**config.mk**
```make
export PLATFORM = sky130hd
export DESIGN_NAME = uart_transmitter
export DESIGN_NICKNAME = d
export VERILOG_FILES = /design/src/rtl/uart_transmitter.sv
export SDC_FILE = /design/constraint.sdc
export NUM_CORES = 1
export LEC_CHECK = 0
export BUFFER_PORTS_ARGS = -buffer_cell sky130_fd_sc_hd__clkbuf_2
export CAP_MARGIN = 20
export CORE_MARGIN = 3
export CORE_UTILIZATION = 55
export CTS_BUF_LIST = sky130_fd_sc_hd__clkbuf_8
export CTS_CLUSTER_DIAMETER = 150
export DETAILED_ROUTE_END_ITERATION = 16
export GPL_TIMING_DRIVEN = 0
export PLACE_DENSITY_LB_ADDON = 0.25
export SLEW_MARGIN = 20
export SYNTH_ARGS = -nofsm -noshare
export SYNTH_HDL_FRONTEND = slang
export SYNTH_SLANG_ARGS = --single-unit
```
**constraint.sdc**
```tcl
create_clock -name SYS_clk -period 5.62 [get_ports SYS_clk]
set_input_delay 0.562 -clock SYS_clk [delete_from_list [all_inputs] [get_ports SYS_clk]]
set_output_delay 0.562 -clock SYS_clk [all_outputs]
set_load 0.01 [all_outputs]
```
**src/rtl/uart_transmitter.sv**
```systemverilog
// uart_transmitter: 8N1 serial transmitter fed by a small byte FIFO.
// Bytes pushed on DMEM_transmit_request are queued and sent LSB first.
// A new frame starts the edge after a byte is queued. Frames go out
// back-to-back for as long as the FIFO holds data.
//
//   state    | meaning
//   ---------+----------------------------------------------------------
//   ST_IDLE  | line high, waiting for the FIFO to become non-empty
//   ST_START | start bit (line low) for CLKS_PER_BIT cycles
//   ST_DATA  | data bits 0..7 from shift_q[0], one per CLKS_PER_BIT cycles
//   ST_STOP  | stop bit (line high); the last cycle may chain into ST_START
module uart_transmitter #(
    parameter int CLKS_PER_BIT = 868,
    parameter int FIFO_DEPTH   = 16
) (
    input  logic       SYS_clk,
    input  logic       SYS_reset,
    input  logic       DMEM_transmit_request,
    input  logic [7:0] DMEM_data_transmit,
    output logic       transmitter_buffer_full,
    output logic       uart_tx,
    output logic       transmitter_busy
);

    localparam int PTR_W  = $clog2(FIFO_DEPTH);
    localparam int CNT_W  = PTR_W + 1;
    localparam int BAUD_W = $clog2(CLKS_PER_BIT);

    localparam logic [CNT_W-1:0]  DEPTH_C   = CNT_W'(FIFO_DEPTH);
    localparam logic [BAUD_W-1:0] BAUD_LAST = BAUD_W'(CLKS_PER_BIT - 1);

    typedef enum logic [1:0] {
        ST_IDLE  = 2'd0,
        ST_START = 2'd1,
        ST_DATA  = 2'd2,
        ST_STOP  = 2'd3
    } state_t;

    state_t              state_q, state_d;
    logic [BAUD_W-1:0]   bit_cnt_q, bit_cnt_d;
    logic [2:0]          bit_idx_q, bit_idx_d;
    logic [7:0]          shift_q, shift_d;
    logic                tx_q, tx_d;
    logic [PTR_W-1:0]    rd_ptr_q, rd_ptr_d;
    logic [PTR_W-1:0]    wr_ptr_q, wr_ptr_d;
    logic [CNT_W-1:0]    count_q, count_d;
    logic                full_q, full_d;
    logic [7:0]          mem_q [FIFO_DEPTH];

    logic                push;
    logic                pop;
    logic                baud_last;
    logic                fifo_has_data;

    // A request is accepted purely on the pre-edge full flag, so a push that
    // coincides with a pop on a full FIFO is still dropped.
    assign push          = DMEM_transmit_request && !full_q;
    assign baud_last     = (bit_cnt_q == BAUD_LAST);
    assign fifo_has_data = (count_q != '0);

    // Frame sequencer: next state, baud/bit counters, shift register and the
    // registered line value for the state being entered.
    always_comb begin
        state_d   = state_q;
        bit_cnt_d = bit_cnt_q;
        bit_idx_d = bit_idx_q;
        shift_d   = shift_q;
        pop       = 1'b0;

        case (state_q)
            ST_IDLE: begin
                bit_cnt_d = '0;
                if (fifo_has_data) begin
                    pop     = 1'b1;
                    shift_d = mem_q[rd_ptr_q];
                    state_d = ST_START;
                end
            end
            ST_START: begin
                if (baud_last) begin
                    bit_cnt_d = '0;
                    bit_idx_d = '0;
                    state_d   = ST_DATA;
                end else begin
                    bit_cnt_d = bit_cnt_q + BAUD_W'(1);
                end
            end
            ST_DATA: begin
                if (baud_last) begin
                    bit_cnt_d = '0;
                    shift_d   = shift_q >> 1;
                    if (bit_idx_q == 3'd7) begin
                        state_d = ST_STOP;
                    end else begin
                        bit_idx_d = bit_idx_q + 3'd1;
                    end
                end else begin
                    bit_cnt_d = bit_cnt_q + BAUD_W'(1);
                end
            end
            ST_STOP: begin
                if (baud_last) begin
                    bit_cnt_d = '0;
                    if (fifo_has_data) begin
                        pop     = 1'b1;
                        shift_d = mem_q[rd_ptr_q];
                        state_d = ST_START;
                    end else begin
                        state_d = ST_IDLE;
                    end
                end else begin
                    bit_cnt_d = bit_cnt_q + BAUD_W'(1);
                end
            end
            default: begin
                state_d = ST_IDLE;
            end
        endcase

        case (state_d)
            ST_START: tx_d = 1'b0;
            ST_DATA:  tx_d = shift_d[0];
            default:  tx_d = 1'b1;
        endcase
    end

    // FIFO bookkeeping: pointers wrap naturally at the power-of-two depth.
    always_comb begin
        wr_ptr_d = wr_ptr_q;
        rd_ptr_d = rd_ptr_q;
        if (push) begin
            wr_ptr_d = wr_ptr_q + PTR_W'(1);
        end
        if (pop) begin
            rd_ptr_d = rd_ptr_q + PTR_W'(1);
        end
        count_d = count_q + CNT_W'(push) - CNT_W'(pop);
        full_d  = (count_d == DEPTH_C);
    end

    // State and FIFO control registers with synchronous reset.
    always_ff @(posedge SYS_clk) begin
        if (SYS_reset) begin
            state_q   <= ST_IDLE;
            bit_cnt_q <= '0;
            bit_idx_q <= '0;
            shift_q   <= '0;
            tx_q      <= 1'b1;
            rd_ptr_q  <= '0;
            wr_ptr_q  <= '0;
            count_q   <= '0;
            full_q    <= 1'b0;
        end else begin
            state_q   <= state_d;
            bit_cnt_q <= bit_cnt_d;
            bit_idx_q <= bit_idx_d;
            shift_q   <= shift_d;
            tx_q      <= tx_d;
            rd_ptr_q  <= rd_ptr_d;
            wr_ptr_q  <= wr_ptr_d;
            count_q   <= count_d;
            full_q    <= full_d;
        end
    end

    // FIFO storage; contents need no reset because the pointers are cleared.
    always_ff @(posedge SYS_clk) begin
        if (push && !SYS_reset) begin
            mem_q[wr_ptr_q] <= DMEM_data_transmit;
        end
    end

    assign uart_tx                 = tx_q;
    assign transmitter_buffer_full = full_q;
    assign transmitter_busy        = fifo_has_data || (state_q != ST_IDLE);

endmodule

```
==> metrics.md <==
| Metric | Value |
|---|---|
| Drt first pass iters | 5 |
| Critical path arrival | between 3 and 4 ns |
| # DRC | 0 |
| Clock tree root buffer cell | clkbuf_8 |
| CTS tree | yes |
| Initial DRC count | ~300 |
| Share of post-route cells with drive strength above 1 | 0.191 |
| EDFF count, synth | approximately 130 |
| Family with the most delay on the worst path | simple AND/OR/NAND/NOR gates |
| Max layer used | met4 |
| Post-DP HPWL | a little over 9000 µm |
| Largest net degree at the start of global routing | 17 |
| Required time of the worst setup path | 6.02 ns |
| Distinct cells, synth | between 50 and 60 |
| First-pass GRT wire length | approximately 21000 µm |
| Critical Path, Cell by Cell | ha_1, nor3b_4, a41oi_2, nor3_2, xor2_1, ha_1, fa_1, a21oi_1, nor2_1, or3_1, a21oi_1, and4_1 |
| DR WL/cell | between 20 and 25 µm |
| Vias in the first global route | slightly below 4k |
| Non-Filler Instances | 650 |
| Tot GR Track Use | 0.203 |
| Cell area power density | approximately 400 mW/mm² |
| Startpoint Class | register |
| Syn_nets | 467 |
| Flip-flop and latch count after synthesis | between 150 and 200 |
| Fraction of registers with async set/reset | 0 |
| Row count | 40 |
| Max_slew headroom | 0.288 |
| Initial Utilization | 0.577 |
| Cell Area, Synth | 0.00710 mm² |
| CTS Sinks | between 150 and 200 |
| Initial antenna violation count | 0 |
| Antenna Violating Nets Remaining | 0 |
| Bufs and invs on worst path | 0 |
| Reg clk slew, reported paths | about 0.090 ns |
| Cells on worst reg2reg path | 12 |
| Grt ovf | 0 |
| Most frequent cells in the layout | edfxtp_1 (128), nor2_1 (50), dfxtp_1 (42) |
| CTS Hold Buffers Added | 0 |
| R2R setup slack | between 2 and 2.5 ns |
| Max Cap Violations | 0 |
| Worst hold start | shift_q[2]$_SDFFE_PP0P_ |
| Routed vias/inst | a little under 6 |
| CP peak stage delay | roughly 0.41 ns |
| Endpoints failing hold | 0 |
| H-tree depth | 4 |
| WL met3 | between 600 and 700 µm |
| FF-to-FF End | transmitter_buffer_full$_SDFF_PP0_ |
| Diode count | 0 |
| Minimum clock period | between 3 and 4 ns |
| Synthesized area per cell | roughly 16 µm² |
| Setup TNS | 0 ns |
| Final WL | between 10000 and 15000 µm |
| Area growth syn-to-layout | 9.80% |
| CP Max Fanout | 7 |
| Sequential share of the synthesized area | 0.660 |
| Placed inst area | between 0.007 and 0.008 mm² |
| Critical path class | reg2reg |
| Die area | 0.0143 mm² |
| CP Capture Type | register |
| Final setup viols | 0 |
| Fmax achieved | roughly 280 MHz |
| Slowest-stage cell, CP | fa_1 |
| Most common cell after layout, fill and taps aside | edfxtp_1 |
| Die width | about 120 µm |
| Hold Path Class | reg2reg |
| Final worst path period share | 0.638 |
| WHS Path Cells | 2 |
| Cells after DPL | 618 |
| Final layout net count | 499 |
| Pins Over Slew Limit | 0 |
| Post-Syn Instances | around 440 |
| Largest buffer count on any clock path | 2 |
| Ys Warns | 0 |
| Core ar. | about 0.012 mm² |
| End of the worst hold path | shift_q[1]$_SDFFE_PP0P_ |
| Met2 wire len | just under 7000 µm |
| Met1 WL | between 5000 and 6000 µm |
| Die Y | between 100 and 150 µm |
| Clk_lat worst skew | 0.46 ns |
| Main synth FF type | edfxtp_1 |
| GPL Wtd Cong | slightly above 0.8 |
| Leak pwr | around 2.5 nW |
| Post-route cell area | 0.00779 mm² |
| RSZ-0062 raised after global routing | no |
| Num CTS Buffers | 17 |
| Launching point of the worst reg2reg path | bit_cnt_q[0]$_SDFF_PP0_ |
| IO Count | 14 |
| VDD IR max | between 0.0003 and 0.0004 V |
| IO Port Bufs | 13 |
| Post-CTS Resized | 0 |
| Final Skew | roughly 0.013 ns |
| Routed via count | between 3k and 4k |
| Run status | finished, final reports clean |
| Post-CTS setup buffer count | 0 |
| Tightest Pin Transition | 1.06 ns |
synth_stat cells, drive strengths merged, types with 2 or more instances:
| cell type | n | area share |
|---|---|---|
| nor2b | 5 | 0.0044 |
| nand2b | 2 | 0.0018 |
| mux2i | 4 | 0.0056 |
| a41oi | 4 | 0.0060 |
| inv | 10 | 0.0053 |
| clkbuf | 9 | 0.0049 |
| nor3b | 4 | 0.0058 |
| buf | 8 | 0.0095 |
| dfxtp | 42 | 0.12 |
| nand3 | 6 | 0.0042 |
| nand4 | 3 | 0.0026 |
| a32o | 2 | 0.0028 |
| nor2 | 50 | 0.026 |
| or3 | 2 | 0.0018 |
| nor3 | 5 | 0.0049 |
| mux4 | 39 | 0.13 |
| a21oi | 15 | 0.011 |
| nor4 | 3 | 0.0026 |
| edfxtp | 128 | 0.54 |
| ha | 18 | 0.032 |
| a22oi | 6 | 0.0063 |
| xor2 | 9 | 0.011 |
| nor4b | 2 | 0.0046 |
| and3 | 2 | 0.0018 |
| a21o | 2 | 0.0021 |
| or3b | 2 | 0.0025 |
| and4 | 3 | 0.0037 |
| and2 | 3 | 0.0026 |
| o31ai | 2 | 0.0021 |
| xnor2 | 9 | 0.011 |
| o21ai | 10 | 0.0070 |
| nand2 | 15 | 0.0079 |
area by class of cell:
type	instances	area (µm²)
Sequential cell	170	4680
Fill cell	924	4520
Multi-Input combinational cell	240	2270
Clock buffer	17	234
Tap cell	168	210
Clock inverter	15	186
Buffer	17	103
Timing Repair Buffer	13	65.1
Inverter	10	37.5
sequential cells by signal, indices dropped and copies added (netlist names), named ones only:
signal	cells
mem_q	128
bit_cnt_q	10
shift_q	8
count_q	5
rd_ptr_q	4
wr_ptr_q	4
bit_idx_q	3
state_q	2
transmitter_buffer_full	1
uart_tx	1
worst register-to-register path, cell delays in order, from the launching register on:
cell and delay [ns]:
dfxtp_1 0.39, ha_1 0.32, nor3b_4 0.37, a41oi_2 0.31
nor3_2 0.38, xor2_1 0.13, ha_1 0.24, fa_1 0.41
a21oi_1 0.17, nor2_1 0.06, or3_1 0.35, a21oi_1 0.20
and4_1 0.21
power breakdown:
group	internal (mW)	switching, mW	total, mW
clock	0.448	0.453	0.901
sequential	1.42	0.0496	1.47
combinational	0.357	0.399	0.756
total	2.23	0.901	3.13
metal layers:
layer | vias up | global-route usage
met3 | 23 | 0.0542
met4 | 0 | 0.0651
li1 | 1771 | -
met1 | 1924 | 0.267
met5 | - | 0
met2 | 107 | 0.334
how the worst max path moves through the flow:
stage / from / endpoint / depth (start not counted)
finish: bit_cnt_q[0]$_SDFF_PP0_ / transmitter_buffer_full$_SDFF_PP0_ / 12
global route: bit_cnt_q[0]$_SDFF_PP0_ / transmitter_buffer_full$_SDFF_PP0_ / 12
CTS: bit_cnt_q[0]$_SDFF_PP0_ / transmitter_buffer_full$_SDFF_PP0_ / 12
detailed placement: bit_cnt_q[0]$_SDFF_PP0_ / transmitter_buffer_full$_SDFF_PP0_ / 12
global placement: bit_cnt_q[0]$_SDFF_PP0_ / transmitter_buffer_full$_SDFF_PP0_ / 12
floorplan: bit_cnt_q[0]$_SDFF_PP0_ / transmitter_buffer_full$_SDFF_PP0_ / 12
through the flow:
| step | hold slack [ns] | util | setup WS [ns] | power [mW] |
|---|---|---|---|---|
| after global routing | 0.483 | 0.633 | 1.83 | 3.27 |
| after detailed placement | 0.449 | 0.599 | 2.07 | 2.26 |
| final | 0.463 | 0.633 | 2.04 | 3.13 |
| after floorplan | 0.426 | - | 2.56 | 2.06 |
| after global placement | 0.442 | 0.599 | 2.21 | 2.23 |
| after CTS | 0.463 | 0.633 | 2.04 | 3.15 |
cell families (layout without fill, tap and decap cells):
group / Yosys count / count (layout) / share of synthesized area
xor+xnor: 18 / 18 / 0.0222
flops: 170 / 170 / 0.660
simple gates: 113 / 113 / 0.0850
compound gates: 47 / 47 / 0.0451
buf+inv: 27 / 72 / 0.0197
fa+ha+maj: 19 / 19 / 0.0345
mux: 43 / 43 / 0.134
Note: power is estimated with default switching activity, not from simulation.
